### src/rtl/pc_unit_if.sv
// Fetch request channel between the PC unit (master) and the instruction fetch stage (slave).
interface pc_unit_if #(
  parameter int XLEN = 32
);
  logic            fetch_valid;
  logic            fetch_ready;
  logic [XLEN-1:0] fetch_addr;

  modport master (
    output fetch_valid,
    output fetch_addr,
    input  fetch_ready
  );

  modport slave (
    input  fetch_valid,
    input  fetch_addr,
    output fetch_ready
  );
endinterface

### src/rtl/pc_unit.sv
// Program-counter unit: next-PC selection (trap > redirect > increment), halt/resume FSM.
// Optional RV32C support is enabled by defining PC_COMPRESSED_EN.
//
// state | meaning
// BOOT  | one idle cycle after reset release, no fetch request
// RUN   | fetch request presented on fetch_addr
// HALT  | fetching stopped until resume or trap
module pc_unit #(
  parameter int              XLEN         = 32,
  parameter logic [XLEN-1:0] BOOT_ADDRESS = '0,
  parameter int              INC_BYTES    = 4
) (
  input  logic            clk,
  input  logic            reset,
  pc_unit_if.master       fetch,
  input  logic            stall,
  input  logic            redirect_valid,
  input  logic [XLEN-1:0] redirect_addr,
  input  logic            trap_valid,
  input  logic [XLEN-1:0] trap_vector,
  input  logic            halt_req,
  input  logic            resume,
  input  logic            inst_short,
  output logic [XLEN-1:0] pc_prev,
  output logic            misaligned,
  output logic            halted
);

  typedef enum logic [1:0] {
    ST_BOOT = 2'd0,
    ST_RUN  = 2'd1,
    ST_HALT = 2'd2
  } state_t;

  state_t          state_q, state_d;
  logic [XLEN-1:0] pc_q, pc_d;
  logic [XLEN-1:0] pc_prev_q, pc_prev_d;
  logic            misaligned_q, misaligned_d;

  logic            accepted;
  logic            redirect_bad;
  logic [XLEN-1:0] inc_amt;

`ifdef PC_COMPRESSED_EN
  assign inc_amt      = inst_short ? XLEN'(2) : XLEN'(INC_BYTES);
  assign redirect_bad = redirect_addr[0];
`else
  logic unused_inst_short;
  assign unused_inst_short = inst_short;
  assign inc_amt           = XLEN'(INC_BYTES);
  assign redirect_bad      = |redirect_addr[1:0];
`endif

  assign fetch.fetch_valid = (state_q == ST_RUN);
  assign fetch.fetch_addr  = pc_q;
  assign accepted          = fetch.fetch_valid & fetch.fetch_ready;

  assign pc_prev    = pc_prev_q;
  assign misaligned = misaligned_q;
  assign halted     = (state_q == ST_HALT);

  always_comb begin
    state_d      = state_q;
    pc_d         = pc_q;
    pc_prev_d    = pc_prev_q;
    misaligned_d = 1'b0;

    case (state_q)
      ST_BOOT: begin
        state_d = ST_RUN;
      end

      ST_RUN: begin
        if (trap_valid) begin
          pc_d = trap_vector;
        end else if (redirect_valid) begin
          if (redirect_bad) begin
            misaligned_d = 1'b1;
          end else begin
            pc_d = redirect_addr;
          end
        end else if (accepted && !stall) begin
          pc_d      = pc_q + inc_amt;
          pc_prev_d = pc_q;
        end
        // A trap in the same cycle as a halt request wins; the core keeps fetching.
        if (halt_req && !trap_valid) begin
          state_d = ST_HALT;
        end
      end

      ST_HALT: begin
        if (trap_valid) begin
          pc_d    = trap_vector;
          state_d = ST_RUN;
        end else if (resume) begin
          state_d = ST_RUN;
        end
      end

      default: begin
        state_d = ST_BOOT;
      end
    endcase
  end

  always_ff @(posedge clk or negedge reset) begin
    if (!reset) begin
      state_q      <= ST_BOOT;
      pc_q         <= BOOT_ADDRESS;
      pc_prev_q    <= BOOT_ADDRESS;
      misaligned_q <= 1'b0;
    end else begin
      state_q      <= state_d;
      pc_q         <= pc_d;
      pc_prev_q    <= pc_prev_d;
      misaligned_q <= misaligned_d;
    end
  end

endmodule

### src/flat_wrapper.sv
// flat-port wrapper written by rule: the top's interface ports become plain ports
module pc_unit_flat 
#(
  parameter int              XLEN         = 32,
  parameter logic [XLEN-1:0] BOOT_ADDRESS = '0,
  parameter int              INC_BYTES    = 4
)
  (clk, reset, stall, redirect_valid, redirect_addr, trap_valid, trap_vector, halt_req, resume, inst_short, pc_prev, misaligned, halted, fetch_fetch_valid, fetch_fetch_addr, fetch_fetch_ready);
  pc_unit_if #(.XLEN(XLEN)) fetch_i ();
  input  logic clk;
  input  logic reset;
  input  logic stall;
  input  logic redirect_valid;
  input  logic [XLEN-1:0] redirect_addr;
  input  logic trap_valid;
  input  logic [XLEN-1:0] trap_vector;
  input  logic halt_req;
  input  logic resume;
  input  logic inst_short;
  output logic [XLEN-1:0] pc_prev;
  output logic misaligned;
  output logic halted;
  output wire logic [$bits(fetch_i.fetch_valid)-1:0] fetch_fetch_valid;
  output wire logic [$bits(fetch_i.fetch_addr)-1:0] fetch_fetch_addr;
  input wire logic [$bits(fetch_i.fetch_ready)-1:0] fetch_fetch_ready;
  assign fetch_fetch_valid = fetch_i.fetch_valid;
  assign fetch_fetch_addr = fetch_i.fetch_addr;
  assign fetch_i.fetch_ready = fetch_fetch_ready;
  pc_unit #(.XLEN(XLEN), .BOOT_ADDRESS(BOOT_ADDRESS), .INC_BYTES(INC_BYTES)) u_core (.clk(clk), .reset(reset), .fetch(fetch_i), .stall(stall), .redirect_valid(redirect_valid), .redirect_addr(redirect_addr), .trap_valid(trap_valid), .trap_vector(trap_vector), .halt_req(halt_req), .resume(resume), .inst_short(inst_short), .pc_prev(pc_prev), .misaligned(misaligned), .halted(halted));
endmodule
### config.mk
export PLATFORM = sky130hd
export DESIGN_NAME = pc_unit_flat
export DESIGN_NICKNAME = d
export VERILOG_FILES = /design/src/rtl/pc_unit_if.sv /design/src/rtl/pc_unit.sv /design/src/flat_wrapper.sv
export SDC_FILE = /design/constraint.sdc
export NUM_CORES = 1
export LEC_CHECK = 0
export CAP_MARGIN = 0
export CORE_MARGIN = 2
export CORE_UTILIZATION = 25
export CTS_CLUSTER_DIAMETER = 60
export DETAILED_ROUTE_END_ITERATION = 8
export HOLD_SLACK_MARGIN = 0.02
export SYNTH_ARGS = -nofsm -noshare
export SYNTH_HDL_FRONTEND = slang
export SYNTH_SLANG_ARGS = --single-unit
export TNS_END_PERCENT = 5
### constraint.sdc
create_clock -name clk -period 2.2 [get_ports clk]
set_input_delay 0.66 -clock clk [delete_from_list [all_inputs] [get_ports clk]]
set_output_delay 0.66 -clock clk [all_outputs]
set_load 0.01 [all_outputs]
==> flow_metrics.tcl, run 1 <==
set metrics [dict create \
    leakagePower_nw 2.61 \
    coreArea_um2 15300 \
    drc 0 \
    p_per_area_nw_per_um2 1320 \
    synth_top_family_by_area "compound AO/OA/AOI/OAI gates" \
    grt_max_degree 44 \
    die_y_um 129 \
    crit_cells 6 \
    synthArstFlopShare 1.00 \
    relSlewSlack 0.666 \
    synthCells 426 \
    whs_ns 0.232 \
    cts_hold_buffers 0 \
    drive_gt1_frac 0.197 \
    p_int_mw 5.15 \
    netSwitchingFraction 0.381 \
    cts_tree "yes" \
    path_clk_slew_ns 0.06 \
    worstSetupPathType "in2reg" \
    grt-ovfl-total 0 \
    first_iter_violations 312 \
    numCtsBuffers 9 \
    period_needed_ns 2.15 \
    final_antenna_net_count 0 \
    syn2layout_area_growth_pct 60.3 \
    synth_edf_count 0 \
    seqPwrFrac 0.286 \
    clkLatencyLatePin_ns 0.35 \
    cts_max_level 3 \
    final_cell_mix "clkdlybuf4s50_1 (134), dfrtp_1 (67), buf_4 (54), o21ai_0 (43), nand2_1 (42)" \
    antenna_found_initial 0 \
    yosys_warnings 0 \
    place_congestion 0.881 \
    rsz0062_at_grt "true" \
    synth_xor_xnor_area_share 0.0156 \
    slew_violations 0 \
    synth_fa_ha_area_frac 0.0159 \
    wl_um 14300 \
    synth.avg_cell_area_um2 9.22 \
    ios 140 \
    grt_usage 0.176 \
    critPathTopFamily "buffers and inverters" \
    initial_core_util 0.257 \
    dieArea_um2 16700 \
    syn_nets 504 \
    arrival_ns 2.38 \
    setup_slack_ns 0.0534 \
    hold_viol 0 \
    min_path_type "in2async" \
    path_cells "clkdlybuf4s50_1 -> or2_2 -> o31a_1 -> and3_1 -> buf_12 -> a22o_2" \
    via_count 4106 \
    rows 45 \
    grt_pass1_wl_um 22300 \
    start_kind "input port" \
    finalSetupViolations 0 \
    worstMarginPinSlew_ns 0.497 \
    combPwrFrac 0.530 \
    ff2ff_path_depth 7 \
    switching_power_mw 3.16 \
    synthSimpleGateAreaFrac 0.189 \
    status "finished, final reports clean" \
    stdcell_area_um2 6300 \
    use_met2 0.280 \
    syn_area_um2 3930 \
    final_common_cell "clkdlybuf4s50_1" \
    seq_area_frac_synth 0.427 \
    grt_pass1_vias 4200 \
    final_util 0.413 \
    cp-end-kind "register" \
    critPathSlowestCell "clkdlybuf4s50_1" \
    dr.pass1.iters 5 \
    max_stage_delay_ns 0.47 \
    cp.required_ns 2.44 \
    clkSinkCount 67 \
    synth_ff_type "dfrtp_1" \
    fin_crit_sh 0.976 \
    path_max_fanout 17 \
    port_buffers 138 \
    met1_usage 0.224 \
    synth_compound_area_frac 0.210 \
    detail_route.wl_per_cell_um 17.3 \
    fmax_ghz 0.466 \
    drv_cap 0 \
    fp.dieW_um 129 \
    worst-path-buf-inv 2 \
    finClkSkew_ns 0.0101 \
    grt.busiest_layer "met2" \
    ys_ff_latch 67 \
    synth.distinct_cells 57 \
    vias_per_cell 4.98 \
    irDropWorstVdd_v 0.000566 \
    diodes 0 \
    place_area_um2 5950 \
    nets 686 \
    hpwlAfterDp_um 10800 \
    met3_usage 0.0446 \
    pwr-share-clk 0.184 \
    fillers 1503 \
    place_ws_ns -0.453 \
    cts_buffer_depth 2 \
    cts_root_buffer "clkbuf_16" \
    muxShareOfSynthArea 0.0876 \
]
==> cell usage after synthesis, types with 3 or more instances <==
library cell   n  area share
ha_1           5       0.016
mux2_2        27       0.077
o31ai_1        5      0.0096
o21ai_0       43       0.055
clkbuf_1      18       0.017
mux2i_1        4       0.010
nand4_1       11       0.018
nand3_1       25       0.032
o22ai_1        4      0.0064
a21oi_1       24       0.031
buf_2          4      0.0051
inv_1         11       0.011
nor2_1        27       0.026
a22o_1         6       0.013
dfrtp_1       67        0.43
clkbuf_8       6       0.021
nand2_1       42       0.040
a22oi_1        3      0.0057
xor2_1         3      0.0067
nor3_1         6      0.0076
and3_1         6      0.0096
or3_1          4      0.0064
xnor2_1        4      0.0089
a31oi_1       14       0.022
o211ai_1       6       0.011
nor4_1         4      0.0064
nand2b_1       8       0.013
==> cell type report <==
type / count / area, um^2 / share of cell area
Sequential cell: 67 / 1680 / 0.266
Clock buffer: 15 / 278 / 0.0441
Clock inverter: 1 / 30.0 / 0.00477
Tap cell: 211 / 264 / 0.0419
Multi-Input combinational cell: 319 / 2070 / 0.329
Inverter: 12 / 45.0 / 0.00715
Timing Repair Buffer: 199 / 1930 / 0.306
==> layer usage <==
layer  wire, um  vias up
met3       1030       22
met4        309        0
li1           -     1955
met5          0        -
met2       6650      161
met1       6300     1968
==> what timing repair did <==
item	CTS	global route
gates resized for setup	7	5
endpoints found under the setup margin	19	22
buffers inserted	0	0
pin swaps	0	1
==> per-stage QoR <==
step | total power [mW] | cells | TNS, ns
after global routing | 8.89 | 824 | -0.0493
after CTS | 8.34 | 824 | 0
after global placement | 6.64 | 808 | -12.92
after floorplan | 4.42 | 426 | 0
after detailed placement | 6.75 | 808 | -15.13
final | 8.31 | 824 | 0
==> path summary, 6_finish.rpt <==
check,start,end,slack [ns]
setup / recovery,trap_valid,u_core.fetch.fetch_addr[10],0.05
min in group clk,u_core.pc_prev[23],u_core.pc_prev[23],0.49
max in group asynchronous,reset,u_core.fetch.fetch_addr[17],1.39
hold / removal,reset,u_core.pc_prev[12],0.23
hold reg to reg,u_core.pc_prev[23],u_core.pc_prev[23],0.49
setup reg to reg,u_core.fetch.fetch_addr[2],u_core.fetch.fetch_addr[28],0.16
==> registers in the layout (all words and copies together) (netlist names) <==
register / cells
u_core.fetch.fetch_addr: 32
u_core.pc_prev: 32
u_core.state_q: 2
u_core.misaligned: 1
==> kinds of logic (layout without fill, tap and decap cells) <==
logic type                 Yosys count  count (layout)
AOI/OAI and AO/OA                  129             129
muxes                               31              31
xor gates and xnor gates             7               7
adders and majority gates            5               5
buffers and inverters               40             227
DFF                                 67              67
and+or+nand+nor                    147             147
==> power groups by stage <==
stage / registers, mW / clock network (mW) / logic [mW]
global route: 2.47 / 1.61 / 4.80
global placement: 2.35 / 0 / 4.29
finish: 2.37 / 1.53 / 4.41
detailed placement: 2.38 / 0 / 4.37
floorplan: 2.58 / 0 / 1.84
CTS: 2.37 / 1.56 / 4.41
(Power assumes the default switching activity.)
==> inputs of run 2 (changes only) <==
--- a/config.mk
+++ b/config.mk
@@ -6,12 +6,12 @@
 export NUM_CORES = 1
 export LEC_CHECK = 0
 export CAP_MARGIN = 0
-export CORE_MARGIN = 2
 export CORE_UTILIZATION = 25
 export CTS_CLUSTER_DIAMETER = 60
 export DETAILED_ROUTE_END_ITERATION = 8
 export HOLD_SLACK_MARGIN = 0.02
+export PLACE_DENSITY = 0.61
 export SYNTH_ARGS = -nofsm -noshare
 export SYNTH_HDL_FRONTEND = slang
 export SYNTH_SLANG_ARGS = --single-unit
-export TNS_END_PERCENT = 5
+export TNS_END_PERCENT = 1
==> run 2 against run 1 <==
Non-clock buffer count grew 2; total power shrank 0.67%; clock power shrank 10%; clock skew shrank 0.0021 ns; largest cell class unchanged; cell area grew 0.14%; highest routed layer unchanged; via count grew 1.2%; critical path depth grew 1; sequential cell count is the same; maximum frequency grew 1.6%.
==> flow_metrics.tcl, run 2 (same netlist as run 1, synthesis figures left out) <==
set metrics [dict create \
    register_area_um2 1680 \
    seqPwrFrac 0.289 \
    fp.dieW_um 127 \
    diodes 0 \
    antenna_found_initial 0 \
    cp.required_ns 2.46 \
    drv_cap 0 \
    fillers 1511 \
    final_antenna_net_count 0 \
    port_buffers 138 \
    clkSinkCount 67 \
    fin_crit_sh 0.960 \
    cts_max_level 3 \
    rsz0062_at_grt "false" \
    die_y_um 127 \
    first_iter_violations 188 \
    path_clk_slew_ns 0.06 \
    grt-ovfl-total 0 \
    dieArea_um2 16200 \
    initial_core_util 0.257 \
    drive_gt1_frac 0.210 \
    postCtsSetupRepairBufs 0 \
    max_stage_delay_ns 0.51 \
    worstMarginPinSlew_ns 0.500 \
    coreArea_um2 15300 \
    finClkSkew_ns 0.00802 \
    min_path_type "in2async" \
    rows 45 \
    arrival_ns 2.37 \
    netSwitchingFraction 0.387 \
    clkLatencyLatePin_ns 0.34 \
    critPathSlowestCell "or4_1" \
    start_kind "input port" \
    cts_tree "yes" \
    fmax_ghz 0.474 \
    leakagePower_nw 2.63 \
    numCtsBuffers 9 \
    path_cells "clkdlybuf4s50_1 -> nor2b_2 -> o31a_1 -> nand3_2 -> buf_6 -> or4_1 -> o211ai_1" \
    p_int_mw 5.06 \
    place_congestion 0.841 \
    dr.pass1.iters 5 \
    pwr-share-clk 0.166 \
    syn2layout_area_growth_pct 60.5 \
    final_cell_mix "clkdlybuf4s50_1 (133), dfrtp_1 (66), buf_4 (54), nand2_1 (42), o21ai_0 (41)" \
    cts_root_buffer "clkbuf_16" \
    drc 0 \
    hpwlAfterDp_um 10900 \
    period_needed_ns 2.11 \
    ios 140 \
    final_common_cell "clkdlybuf4s50_1" \
    whs_ns 0.149 \
    slew_violations 0 \
    grt_pass1_wl_um 23000 \
    grt_pass1_vias 4310 \
    combPwrFrac 0.545 \
    switching_power_mw 3.20 \
    finalSetupViolations 0 \
    status "finished, final reports clean" \
    relSlewSlack 0.664 \
    hold_viol 0 \
    detail_route.wl_per_cell_um 17.6 \
    nets 688 \
    vias_per_cell 5.03 \
    fin_total_pwr_mw 8.25 \
    worstSetupPathType "in2reg" \
    p_per_area_nw_per_um2 1310 \
    ff2ff_path_depth 8 \
    wl_um 14500 \
    via_count 4157 \
    grt_usage 0.187 \
    cts_hold_buffers 0 \
    path_max_fanout 6 \
    cp-end-kind "register" \
    irDropWorstVdd_v 0.000566 \
    grt_max_degree 59 \
    multi_input_area_um2 2080 \
    cts_buffer_depth 2 \
]
run 2: power groups by stage:
stage / sequential, mW / clock (mW) / combinational, mW
2_1_floorplan: 2.58 / 0 / 1.84
3_3_place_gp: 2.36 / 0 / 4.37
3_5_place_dp: 2.39 / 0 / 4.46
4_1_cts: 2.38 / 1.40 / 4.48
5_1_grt: 2.48 / 1.45 / 4.88
6_report: 2.39 / 1.37 / 4.50
run 2: what timing repair did:
item                                    CTS  global route
resized for setup                         5            12
endpoints found under the setup margin    2            15
hold endpoints to repair                  0             0
run 2: layer usage:
metal	global-route usage	vias to the layer above	wire, um
li1	-	1956	-
met1	0.235	2020	6420
met2	0.311	163	6980
met3	0.0410	18	873
met4	0.0714	0	254
met5	0	-	0
run 2: critical path: cells and delay by family:
family,cells,cell delay (ns)
and+or+nand+nor,3,0.79
AOI/OAI and AO/OA,2,0.32
buffers and inverters,2,0.60
run 2: path summary, 6_finish.rpt:
path                                    from                           to  slack, ns
setup / recovery           fetch_fetch_ready  u_core.fetch.fetch_addr[28]       0.09
min in group clk           u_core.pc_prev[7]            u_core.pc_prev[7]       0.48
hold reg to reg            u_core.pc_prev[7]            u_core.pc_prev[7]       0.48
setup reg to reg           u_core.state_q[0]  u_core.fetch.fetch_addr[16]       0.10
hold / removal                         reset            u_core.pc_prev[6]       0.15
max in group asynchronous              reset           u_core.pc_prev[28]       1.47
run 2: area by class of cell:
type                       instances  share of cell area
tap                              211              0.0419
timing repair buffer             201               0.311
clock buffer                      11              0.0401
inverter                          12             0.00714
sequential                        67               0.266
clock inverter                     5             0.00437
multi-input combinational        319               0.329
run 2: through the flow:
stage	instances	TNS [ns]	utilization	setup WS, ns	instance area, um^2
final	826	0	0.413	0.0882	6300
after CTS	826	0	0.411	0.0295	6270
after global routing	826	0	0.413	0.00696	6300
after floorplan	426	0	-	0.141	3930
after global placement	810	-11.70	0.392	-0.306	5980
after detailed placement	810	-15.02	0.392	-0.330	5980
==> inputs of run 3 (changes only) <==
--- a/config.mk
+++ b/config.mk
@@ -14,4 +14,4 @@
 export SYNTH_ARGS = -nofsm -noshare
 export SYNTH_HDL_FRONTEND = slang
 export SYNTH_SLANG_ARGS = --single-unit
-export TNS_END_PERCENT = 1
+export TNS_END_PERCENT = 5
==> results of run 3 <==
No change in the layout: final DEF, timing and power equal those of run 2.
